===== config.mk =====
export PLATFORM = sky130hd
export DESIGN_NAME = router_reg_flat
export DESIGN_NICKNAME = d
export VERILOG_FILES = /design/src/rtl/router_pkg.sv /design/src/rtl/router_reg_if.sv /design/src/rtl/router_parity_acc.sv /design/src/rtl/router_reg.sv /design/src/flat_wrapper.sv
export SDC_FILE = /design/constraint.sdc
export NUM_CORES = 1
export LEC_CHECK = 0
export CAP_MARGIN = 10
export CORE_ASPECT_RATIO = 0.75
export CORE_MARGIN = 5
export CORE_UTILIZATION = 35
export CTS_BUF_LIST = sky130_fd_sc_hd__clkbuf_16
export CTS_CLUSTER_SIZE = 14
export DETAILED_ROUTE_END_ITERATION = 10
export SLEW_MARGIN = 10
export SYNTH_ARGS = -nofsm -noshare
export SYNTH_HDL_FRONTEND = slang
export SYNTH_SLANG_ARGS = --single-unit

===== constraint.sdc =====
create_clock -name clk -period 3.2 [get_ports clk]
set_clock_uncertainty 0.15 [all_clocks]
set_input_delay 0.64 -clock clk [delete_from_list [all_inputs] [get_ports clk]]
set_output_delay 0.64 -clock clk [all_outputs]
set_load 0.01 [all_outputs]

===== src/rtl/router_pkg.sv =====
// Shared constants for the 1x3 router: byte width, header field layout and the
// control FSM state encoding.
package router_pkg;

    localparam int DATA_W_DEF = 8;
    localparam int ADDR_W     = 2;

    localparam logic [ADDR_W-1:0] ADDR_INVALID = 2'b11;

    localparam int HDR_ADDR_LSB = 0;
    localparam int HDR_ADDR_MSB = ADDR_W - 1;
    localparam int HDR_LEN_LSB  = ADDR_W;
    localparam int HDR_LEN_MSB  = DATA_W_DEF - 1;

    typedef enum logic [2:0] {
        ST_DECODE_ADDRESS     = 3'd0,
        ST_LOAD_FIRST_DATA    = 3'd1,
        ST_LOAD_DATA          = 3'd2,
        ST_LOAD_PARITY        = 3'd3,
        ST_FIFO_FULL_STATE    = 3'd4,
        ST_LOAD_AFTER_FULL    = 3'd5,
        ST_WAIT_TILL_EMPTY    = 3'd6,
        ST_CHECK_PARITY_ERROR = 3'd7
    } router_state_e;

endpackage


===== src/rtl/router_reg_if.sv =====
// Byte stream and FSM strobe bundle between the router control FSM (master)
// and the router datapath register stage (slave).
interface router_reg_if #(parameter int DATA_W = 8);

    logic              pkt_valid;
    logic [DATA_W-1:0] din;
    logic              fifo_full;
    logic              detect_add;
    logic              lfd_state;
    logic              ld_state;
    logic              laf_state;
    logic              full_state;
    logic              rst_int_reg;
    logic [DATA_W-1:0] dout;
    logic              parity_done;
    logic              low_pkt_vld;
    logic              err;

    modport master (
        output pkt_valid, din, fifo_full,
        output detect_add, lfd_state, ld_state, laf_state, full_state, rst_int_reg,
        input  dout, parity_done, low_pkt_vld, err
    );

    modport slave (
        input  pkt_valid, din, fifo_full,
        input  detect_add, lfd_state, ld_state, laf_state, full_state, rst_int_reg,
        output dout, parity_done, low_pkt_vld, err
    );

endinterface


===== src/rtl/router_parity_acc.sv =====
// Running XOR parity over header and payload, captured packet parity byte and
// the sticky mismatch flag. Only built when ROUTER_PARITY_CHECK_EN is defined.
module router_parity_acc
    import router_pkg::*;
#(
    parameter int DATA_W = DATA_W_DEF
) (
    input  logic              clk,
    input  logic              rstn,
    input  logic              clr,
    input  logic              ld_hdr,
    input  logic [DATA_W-1:0] hdr,
    input  logic              acc,
    input  logic              cap,
    input  logic [DATA_W-1:0] din,
    input  logic              chk,
    input  logic              err_clr,
    output logic              err
);

    logic [DATA_W-1:0] int_par;
    logic [DATA_W-1:0] pkt_par;

    always_ff @(posedge clk) begin
        if (!rstn) begin
            int_par <= '0;
            pkt_par <= '0;
            err     <= 1'b0;
        end else begin
            if (clr)
                int_par <= '0;
            else if (ld_hdr)
                int_par <= hdr;
            else if (acc)
                int_par <= int_par ^ din;

            if (cap)
                pkt_par <= din;

            // err stays sticky once parity_done drops, until the next header load
            if (err_clr)
                err <= 1'b0;
            else if (chk)
                err <= (int_par != pkt_par);
        end
    end

endmodule


===== src/rtl/router_reg.sv =====
// Router datapath register stage: header latch, full-FIFO hold byte, dout
// steering and end-of-packet flags. Parity checking under ROUTER_PARITY_CHECK_EN.
module router_reg
    import router_pkg::*;
#(
    parameter int DATA_W = DATA_W_DEF
) (
    input  logic         clk,
    input  logic         rstn,
    router_reg_if.slave  bus
);

    logic [DATA_W-1:0] dout_q;
    logic [DATA_W-1:0] header_q;
    logic [DATA_W-1:0] hold_q;
    logic              parity_done_q;
    logic              low_pkt_vld_q;
    logic              err_w;
    logic              addr_ok;

    assign addr_ok = (bus.din[HDR_ADDR_MSB:HDR_ADDR_LSB] != ADDR_INVALID);

    always_ff @(posedge clk) begin
        if (!rstn) begin
            dout_q        <= '0;
            header_q      <= '0;
            hold_q        <= '0;
            parity_done_q <= 1'b0;
            low_pkt_vld_q <= 1'b0;
        end else begin
            if (bus.detect_add && bus.pkt_valid && addr_ok)
                header_q <= bus.din;

            if (bus.lfd_state)
                dout_q <= header_q;
            else if (bus.ld_state && !bus.fifo_full)
                dout_q <= bus.din;
            else if (bus.ld_state && bus.fifo_full)
                hold_q <= bus.din;
            else if (bus.laf_state)
                dout_q <= hold_q;

            if (bus.ld_state && !bus.pkt_valid)
                low_pkt_vld_q <= 1'b1;
            else if (bus.rst_int_reg)
                low_pkt_vld_q <= 1'b0;

            // parity byte may land directly or via the hold register after a full stall
            if ((bus.ld_state && !bus.fifo_full && !bus.pkt_valid) ||
                (bus.laf_state && low_pkt_vld_q && !parity_done_q))
                parity_done_q <= 1'b1;
            else if (bus.detect_add)
                parity_done_q <= 1'b0;
        end
    end

`ifdef ROUTER_PARITY_CHECK_EN
    router_parity_acc #(.DATA_W(DATA_W)) u_parity_acc (
        .clk     (clk),
        .rstn    (rstn),
        .clr     (bus.detect_add),
        .ld_hdr  (bus.lfd_state),
        .hdr     (header_q),
        .acc     (bus.ld_state && bus.pkt_valid),
        .cap     (bus.ld_state && !bus.pkt_valid),
        .din     (bus.din),
        .chk     (parity_done_q),
        .err_clr (bus.lfd_state),
        .err     (err_w)
    );
`else
    assign err_w = 1'b0;
`endif

    assign bus.dout        = dout_q;
    assign bus.parity_done = parity_done_q;
    assign bus.low_pkt_vld = low_pkt_vld_q;
    assign bus.err         = err_w;

endmodule

===== src/flat_wrapper.sv =====
// flat-port wrapper written by rule: the top's interface ports become plain ports
module router_reg_flat import router_pkg::*;
#(
    parameter int DATA_W = DATA_W_DEF
)
  (clk, rstn, bus_pkt_valid, bus_din, bus_fifo_full, bus_detect_add, bus_lfd_state, bus_ld_state, bus_laf_state, bus_full_state, bus_rst_int_reg, bus_dout, bus_parity_done, bus_low_pkt_vld, bus_err);
  router_reg_if #(.DATA_W(DATA_W)) bus_i ();
  input  logic clk;
  input  logic rstn;
  input wire logic [$bits(bus_i.pkt_valid)-1:0] bus_pkt_valid;
  input wire logic [$bits(bus_i.din)-1:0] bus_din;
  input wire logic [$bits(bus_i.fifo_full)-1:0] bus_fifo_full;
  input wire logic [$bits(bus_i.detect_add)-1:0] bus_detect_add;
  input wire logic [$bits(bus_i.lfd_state)-1:0] bus_lfd_state;
  input wire logic [$bits(bus_i.ld_state)-1:0] bus_ld_state;
  input wire logic [$bits(bus_i.laf_state)-1:0] bus_laf_state;
  input wire logic [$bits(bus_i.full_state)-1:0] bus_full_state;
  input wire logic [$bits(bus_i.rst_int_reg)-1:0] bus_rst_int_reg;
  output wire logic [$bits(bus_i.dout)-1:0] bus_dout;
  output wire logic [$bits(bus_i.parity_done)-1:0] bus_parity_done;
  output wire logic [$bits(bus_i.low_pkt_vld)-1:0] bus_low_pkt_vld;
  output wire logic [$bits(bus_i.err)-1:0] bus_err;
  assign bus_i.pkt_valid = bus_pkt_valid;
  assign bus_i.din = bus_din;
  assign bus_i.fifo_full = bus_fifo_full;
  assign bus_i.detect_add = bus_detect_add;
  assign bus_i.lfd_state = bus_lfd_state;
  assign bus_i.ld_state = bus_ld_state;
  assign bus_i.laf_state = bus_laf_state;
  assign bus_i.full_state = bus_full_state;
  assign bus_i.rst_int_reg = bus_rst_int_reg;
  assign bus_dout = bus_i.dout;
  assign bus_parity_done = bus_i.parity_done;
  assign bus_low_pkt_vld = bus_i.low_pkt_vld;
  assign bus_err = bus_i.err;
  router_reg #(.DATA_W(DATA_W)) u_core (.clk(clk), .rstn(rstn), .bus(bus_i));
endmodule

==> results.yml <==
power_and_ir_drop:
  intPower_mw: 0.5538
  net_switching_share_of_the_total_power_pct: 21.71
  power.combinational.fraction_pct: 13.5
  ir_worst_vdd_uv: 204.8
  leakage_nw: 0.6106
  areal_power_density_over_the_cells_mw_per_mm2: 448.0
  power.share.sequential_pct: 48.5
  netSwitchingPower_mw: 0.1536
  power.share.clock_pct: 38.0
yosys:
  count_of_different_cell_masters_after_synthesis: 27
  synth_area_leaders: "sky130_fd_sc_hd__dfxtp_1, sky130_fd_sc_hd__a221o_1, sky130_fd_sc_hd__mux2i_1, sky130_fd_sc_hd__o21ai_0, sky130_fd_sc_hd__and2_1"
  synthesis.yosys.warnings: 0
  synthDominantCellAreaShare_pct: 42.15
  synth_enable_flop_cells: 0
  synthesis.nets: 151
  postSynthCellCount: 133
  synth.yosys.seq_area_share_pct: 42.15
  leading_area_contributor_after_synthesis: "sky130_fd_sc_hd__dfxtp_1"
  synthesis_stage_register_bit_count: 26
  synth_area_per_cell_um2: 9.285
  main_flop_type_after_synthesis: "sky130_fd_sc_hd__dfxtp_1"
  post_synth_instance_area_mm2: 0.001235
  ys_async_sr_fraction_pct: 0
timing:
  rsz0062_at_grt: "no"
  setup_violations: 0
  final.min_clock_period_ns: 2.298
  finalHoldViolCount: 0
  period_share_pct: 71.80
  maxSlewHeadroom_pct: 55.94
  timing.fmax_ghz: 0.4352
  worstMarginPinSlew_ns: 0.6589
  fin_tns_setup_ns: 0
  report.final.slew_viol_count: 0
  worst_hold_slack_ns: 0.3281
global_routing:
  pin_count_of_the_biggest_net_entering_global_routing: 15
  overall_routing_resource_usage_pct: 12.79
  first_global_vias: 978
  grt_antenna_before_repair: 0
  grt_pass1_wl_um: 4740
  grt_overflow_total: 0
final_layout:
  total_nets_final: 174
  final_cells: 194
  postLayoutCoreUtil_pct: 47.37
  num_antenna_cells: 0
  combined_area_of_the_multi_input_logic_cells_um2: 643.1
  fill_cells: 310
  area_occupied_by_registers_um2: 520.5
  area.growth.synth_to_final_pct: 27.86
  layout-drive-gt1-share_pct: 7.792
die:
  die_h_um: 61.44
  design.die.area_mm2: 0.004829
  initial_utilization_pct: 37.05
  die_width_um: 78.59
  placementRows: 18
  core_area_mm2: 0.003333
  pin_count: 29
setup_path:
  worst_path_largest_cell_delay_ns: 0.53
  cp_num_buf_inv: 1
  start_kind: "input port"
  cp_top_family: "simple AND/OR/NAND/NOR gates"
  crit_slowest_cell: "sky130_fd_sc_hd__clkdlybuf4s50_1"
  setup.worst_path.end_class: "flip-flop"
  type_of_the_setup_path_with_the_least_slack: "input port to flip-flop"
  worst_ep_required_time_ns: 3.19
  worstPathArrival_ns: 2.29
  cp_cell_sequence: "clkdlybuf4s50_1, nand2b_1, and4b_1, a221o_1"
  crit_path_max_fanout: 10
placed_design:
  buffer_ports.inserted: 26
  dp_hpwl_um: 2128
  gp_congestion: 0.7112
  numPlacedInstances: 191
clock_tree:
  htree_num_levels: 1
  cts.clk_slew.worst_paths_ns: 0.06
  post_cts.resized_instances: 0
  cts_root_buffer: "sky130_fd_sc_hd__clkbuf_16"
  cts_inserted_buffers: 3
  holdBufCountCts: 0
  post_cts_setup_buffers: 0
  max-clock-path-buffers: 2
  clock-sinks: 26
  cts_tree: "built"
  insertion_delay_ns: 0.25
detailed_routing:
  detailedRoute.firstIterationViolations: 60
  viasPerCell: 5.340
  detailroute.via_count: 1036
  routed_wire_length_per_instance_um: 15.56
  residual_drc: 0
  drt_pre_antenna_iters: 4
  ant_nets: 0
  routed_wirelength_um: 3018
status:
  status: "finished, final reports clean"
run:
  max_cap_violations: 0
worst_hold_path:
  path_category_of_the_worst_min_delay_check: "flip-flop to flip-flop"
area by class of cell:
class | count | share of cell area (%)
well taps | 40 | 3.170
flip-flops and latches | 26 | 32.96
repair buffers | 29 | 17.91
multi-input cells | 94 | 40.73
clock buffers | 3 | 4.754
inverters | 2 | 0.4754
tightest hold or removal path: stages, from the launching register on:
cell and delay [ns]:
sky130_fd_sc_hd__dfxtp_1 0.30, sky130_fd_sc_hd__o21ai_0 0.06, sky130_fd_sc_hd__a21boi_0 0.07
placed cells by master, fill, tap and decap left out, drive strengths merged:
| cell type | Yosys | final |
|---|---|---|
| o22ai | 1 | 1 |
| o21ai | 16 | 16 |
| a221o | 8 | 8 |
| a21oi | 2 | 2 |
| and4b | 1 | 1 |
| or3b | 6 | 6 |
| nor2 | 1 | 1 |
| and4bb | 1 | 1 |
| o21a | 1 | 1 |
| nand2 | 9 | 9 |
| and2 | 10 | 10 |
| clkbuf | 5 | 3 |
| nor2b | 8 | 8 |
| nand2b | 10 | 10 |
| inv | 2 | 2 |
| a21boi | 8 | 8 |
| nand4b | 2 | 2 |
| mux2i | 8 | 8 |
| clkdlybuf4s50 | 0 | 26 |
| buf | 6 | 3 |
| nand3b | 1 | 1 |
| conb | 1 | 1 |
| dfxtp | 26 | 26 |
power by group through the flow:
stage               clock network, mW  registers [mW]  logic, mW
floorplan                           0           0.352     0.0481
CTS                             0.276           0.343     0.0960
global placement                    0           0.350     0.0939
detailed placement                  0           0.350     0.0954
finish                          0.269           0.343     0.0954
global route                    0.289           0.344      0.103
sequential cells by signal (all words and copies together), names as in the netlist:
| signal | flops |
|---|---|
| u_core.bus.low_pkt_vld | 1 |
| u_core.hold_q | 8 |
| u_core.bus.dout | 8 |
| u_core.header_q | 8 |
| u_core.bus.parity_done | 1 |
per-stage QoR:
step / power (mW) / instance area, µm² / worst slack, ns
global route: 0.7370 / 1579 / 0.8567
global placement: 0.4438 / 1504 / 0.6441
CTS: 0.7154 / 1579 / 0.8989
finish: 0.7074 / 1579 / 0.9024
detailed placement: 0.4457 / 1504 / 0.6513
floorplan: 0.3999 / 1235 / 1.390
path summary, 6_finish.rpt:
| kind | startpoint | to | slack [ns] | cells past startpoint |
|---|---|---|---|---|
| setup / recovery | bus_ld_state | u_core.bus.dout[5] | 0.90 | 4 |
| hold / removal | u_core.header_q[1] | u_core.header_q[1] | 0.33 | 2 |
| setup reg to reg | u_core.header_q[1] | u_core.bus.dout[1] | 2.18 | 3 |
| hold reg to reg | u_core.header_q[1] | u_core.header_q[1] | 0.33 | 2 |
metal layers:
metal  track usage, %  part of all wire (%)  vias to the layer above
met3            2.924                   2.7                        2
met4            4.239                  0.96                        0
met1            16.36                    48                      514
met2            21.77                    48                       15
met5                0                     0                        -
li1                 -                     -                      505
Yosys cell counts, types with 2 or more instances:
library cell and count:
sky130_fd_sc_hd__dfxtp_1 26, sky130_fd_sc_hd__buf_6 2, sky130_fd_sc_hd__buf_2 3, sky130_fd_sc_hd__o21ai_0 16, sky130_fd_sc_hd__a21boi_1 3, sky130_fd_sc_hd__and2_1 10
sky130_fd_sc_hd__nand2_1 9, sky130_fd_sc_hd__or3b_2 4, sky130_fd_sc_hd__mux2i_1 8, sky130_fd_sc_hd__a221o_1 8, sky130_fd_sc_hd__or3b_1 2, sky130_fd_sc_hd__nor2b_1 8
sky130_fd_sc_hd__nand2b_1 9, sky130_fd_sc_hd__nand4b_1 2, sky130_fd_sc_hd__clkbuf_1 5, sky130_fd_sc_hd__a21boi_0 5, sky130_fd_sc_hd__inv_1 2, sky130_fd_sc_hd__a21oi_1 2
logic make-up after synthesis:
family,count (synthesis),share of synthesized area [%]
AND/OR/NAND/NOR,49,25.53
multiplexers,8,6.485
flip-flops,26,42.15
AO/OA/AOI/OAI,36,19.76
buffers and inverters,13,5.775
other,1,0.3037
(Power assumes the default switching activity.)
==> edit (same flow settings) <==
Add a define of `ROUTER_PARITY_CHECK_EN`.
--- a/src/rtl/router_reg.sv
+++ b/src/rtl/router_reg.sv
@@ -2,2 +2,4 @@
 // steering and end-of-packet flags. Parity checking under ROUTER_PARITY_CHECK_EN.
+`define ROUTER_PARITY_CHECK_EN
+
 module router_reg
Function: changed (Yosys sat finds a counterexample within 4 cycles, from zero or initial values and one cycle with rstn low).
==> edit against the original RTL <==
Area after synthesis is 65% higher; critical path depth is 1 higher; sequential share of layout area is 1.6 points higher; die area is 55% higher; cell area is 58% higher; setup slack better by 0.13 ns; register-to-register slack worse by 0.22 ns; power is 86% higher; sequential cell count is 17 higher; routed wire length is 55% higher; critical path type unchanged.
==> edit: results (changes against the original RTL) <==
status -> finished clean
Post-Synth XOR/XNOR Area -> 3.44% (+3.4 points)
CP max FO -> 16 (+6)
Relative slew margins -> 54.4% (-1.5 points)
maximum VDD drop -> 0.000253 V (+24%)
compound-cell area share of the yosys netlist -> 15.1% (-4.7 points)
GP Congestion -> 0.743 (+4.5%)
first-pass GRT wire length -> 7.53 mm (+59%)
Port Buffers -> 27 (+3.8%)
Fill cells -> 583 (+88%)
post-synthesis mux area share -> 12.6% (+6.2 points)
htree depth -> 2 (+1)
vias in the first global route -> 1,481 (+51%)
total CTS buffers -> 5 (+2)
Post-synth top cells -> dfxtp_1, nor2b_1, nand2_1
Final period util -> 67.7% (-4.1 points)
sequential area share after synthesis -> 42.2% (+0.087 points)
critical path's slowest cell -> clkdlybuf4s50_1
Synth area leaders -> dfxtp_1, nor2b_1, mux2i_1
Synth cell types -> 36 (+33%)
GRT Resource Usage Total -> 12.7% (-0.094 points)
max incr delay on CP -> 0.57 ns (+0.04 ns)
area post-placement -> 2330 um2 (+55%)
Mapped Nets -> 236 (+56%)
worst skew pair latency -> 0.28 ns (+0.03 ns)
1st-iter DRT viols -> 56 (-6.7%)
placed wire-length estimate -> 3.17 mm (+49%)
Nets -> 258 (+48%)
Resized cells post-CTS -> 0 (unchanged)
routed vias/inst -> 4.82 (-9.8%)
largest net degree at the start of global routing -> 20 (+5)
share of post-route cells with drive strength above 1 -> 9.13% (+1.3 points)
Static Leak -> 0.989 nW (+62%)
Pre-antenna DRT Iters -> 4 (unchanged)
Critical Path AT -> 2.18 ns (-0.11 ns)
Final Core Density -> 43.4% (-3.9 points)
WL/cell -> 14.7 um (-5.8%)
Top FF cell, synth -> dfxtp_1
-- edit: power breakdown --
part | switching (mW) | total [mW] | internal, mW
clock network | 0.205 | 0.569 | 0.364
registers | 0.0152 | 0.576 | 0.561
logic | 0.0853 | 0.173 | 0.0875
total | 0.305 | 1.32 | 1.01
-- edit: cell type report --
| type | count | share of cell area, % |
|---|---|---|
| Clock inverter | 3 | 1.56 |
| Sequential cell | 43 | 34.6 |
| Timing Repair Buffer | 31 | 12.1 |
| Tap cell | 78 | 3.92 |
| Clock buffer | 5 | 5.02 |
| Multi-Input combinational cell | 150 | 41.5 |
| Inverter | 9 | 1.36 |
-- edit: layer usage --
layer / wire length [um] / global-route usage (%) / vias up
met5: 0 / 0 / -
met4: 51 / 4.15 / 0
met3: 197 / 3.84 / 6
met2: 1910 / 17.6 / 36
met1: 2520 / 18.5 / 707
li1: - / - / 788
-- edit: final timing paths --
kind	startpoint	endpoint	slack (ns)	cells past startpoint
setup reg to reg	u_core.u_parity_acc.int_par[1]	u_core.u_parity_acc.err	1.96	4
hold reg to reg	u_core.bus.dout[4]	u_core.bus.dout[4]	0.31	2
setup / recovery	bus_ld_state	u_core.u_parity_acc.int_par[7]	1.03	5
hold / removal	u_core.bus.dout[4]	u_core.bus.dout[4]	0.31	2
-- edit: through the flow --
step,instances,setup WS [ns]
finish,319,1.03
global route,319,0.915
detailed placement,311,0.761
floorplan,218,1.57
CTS,319,1.05
global placement,311,0.776
-- edit: kinds of logic (layout without fill, tap and decap cells) --
logic type      count (synthesis)  count (layout)
mux                            24              24
simple gates                   77              77
buf+inv                        25              48
flops                          43              43
xor+xnor                        8               8
compound gates                 41              41
-- edit: tightest hold or removal path, stage by stage (launching register included) --
cell and delay, ns:
dfxtp_1 0.31, inv_1 0.05, o32ai_1 0.05
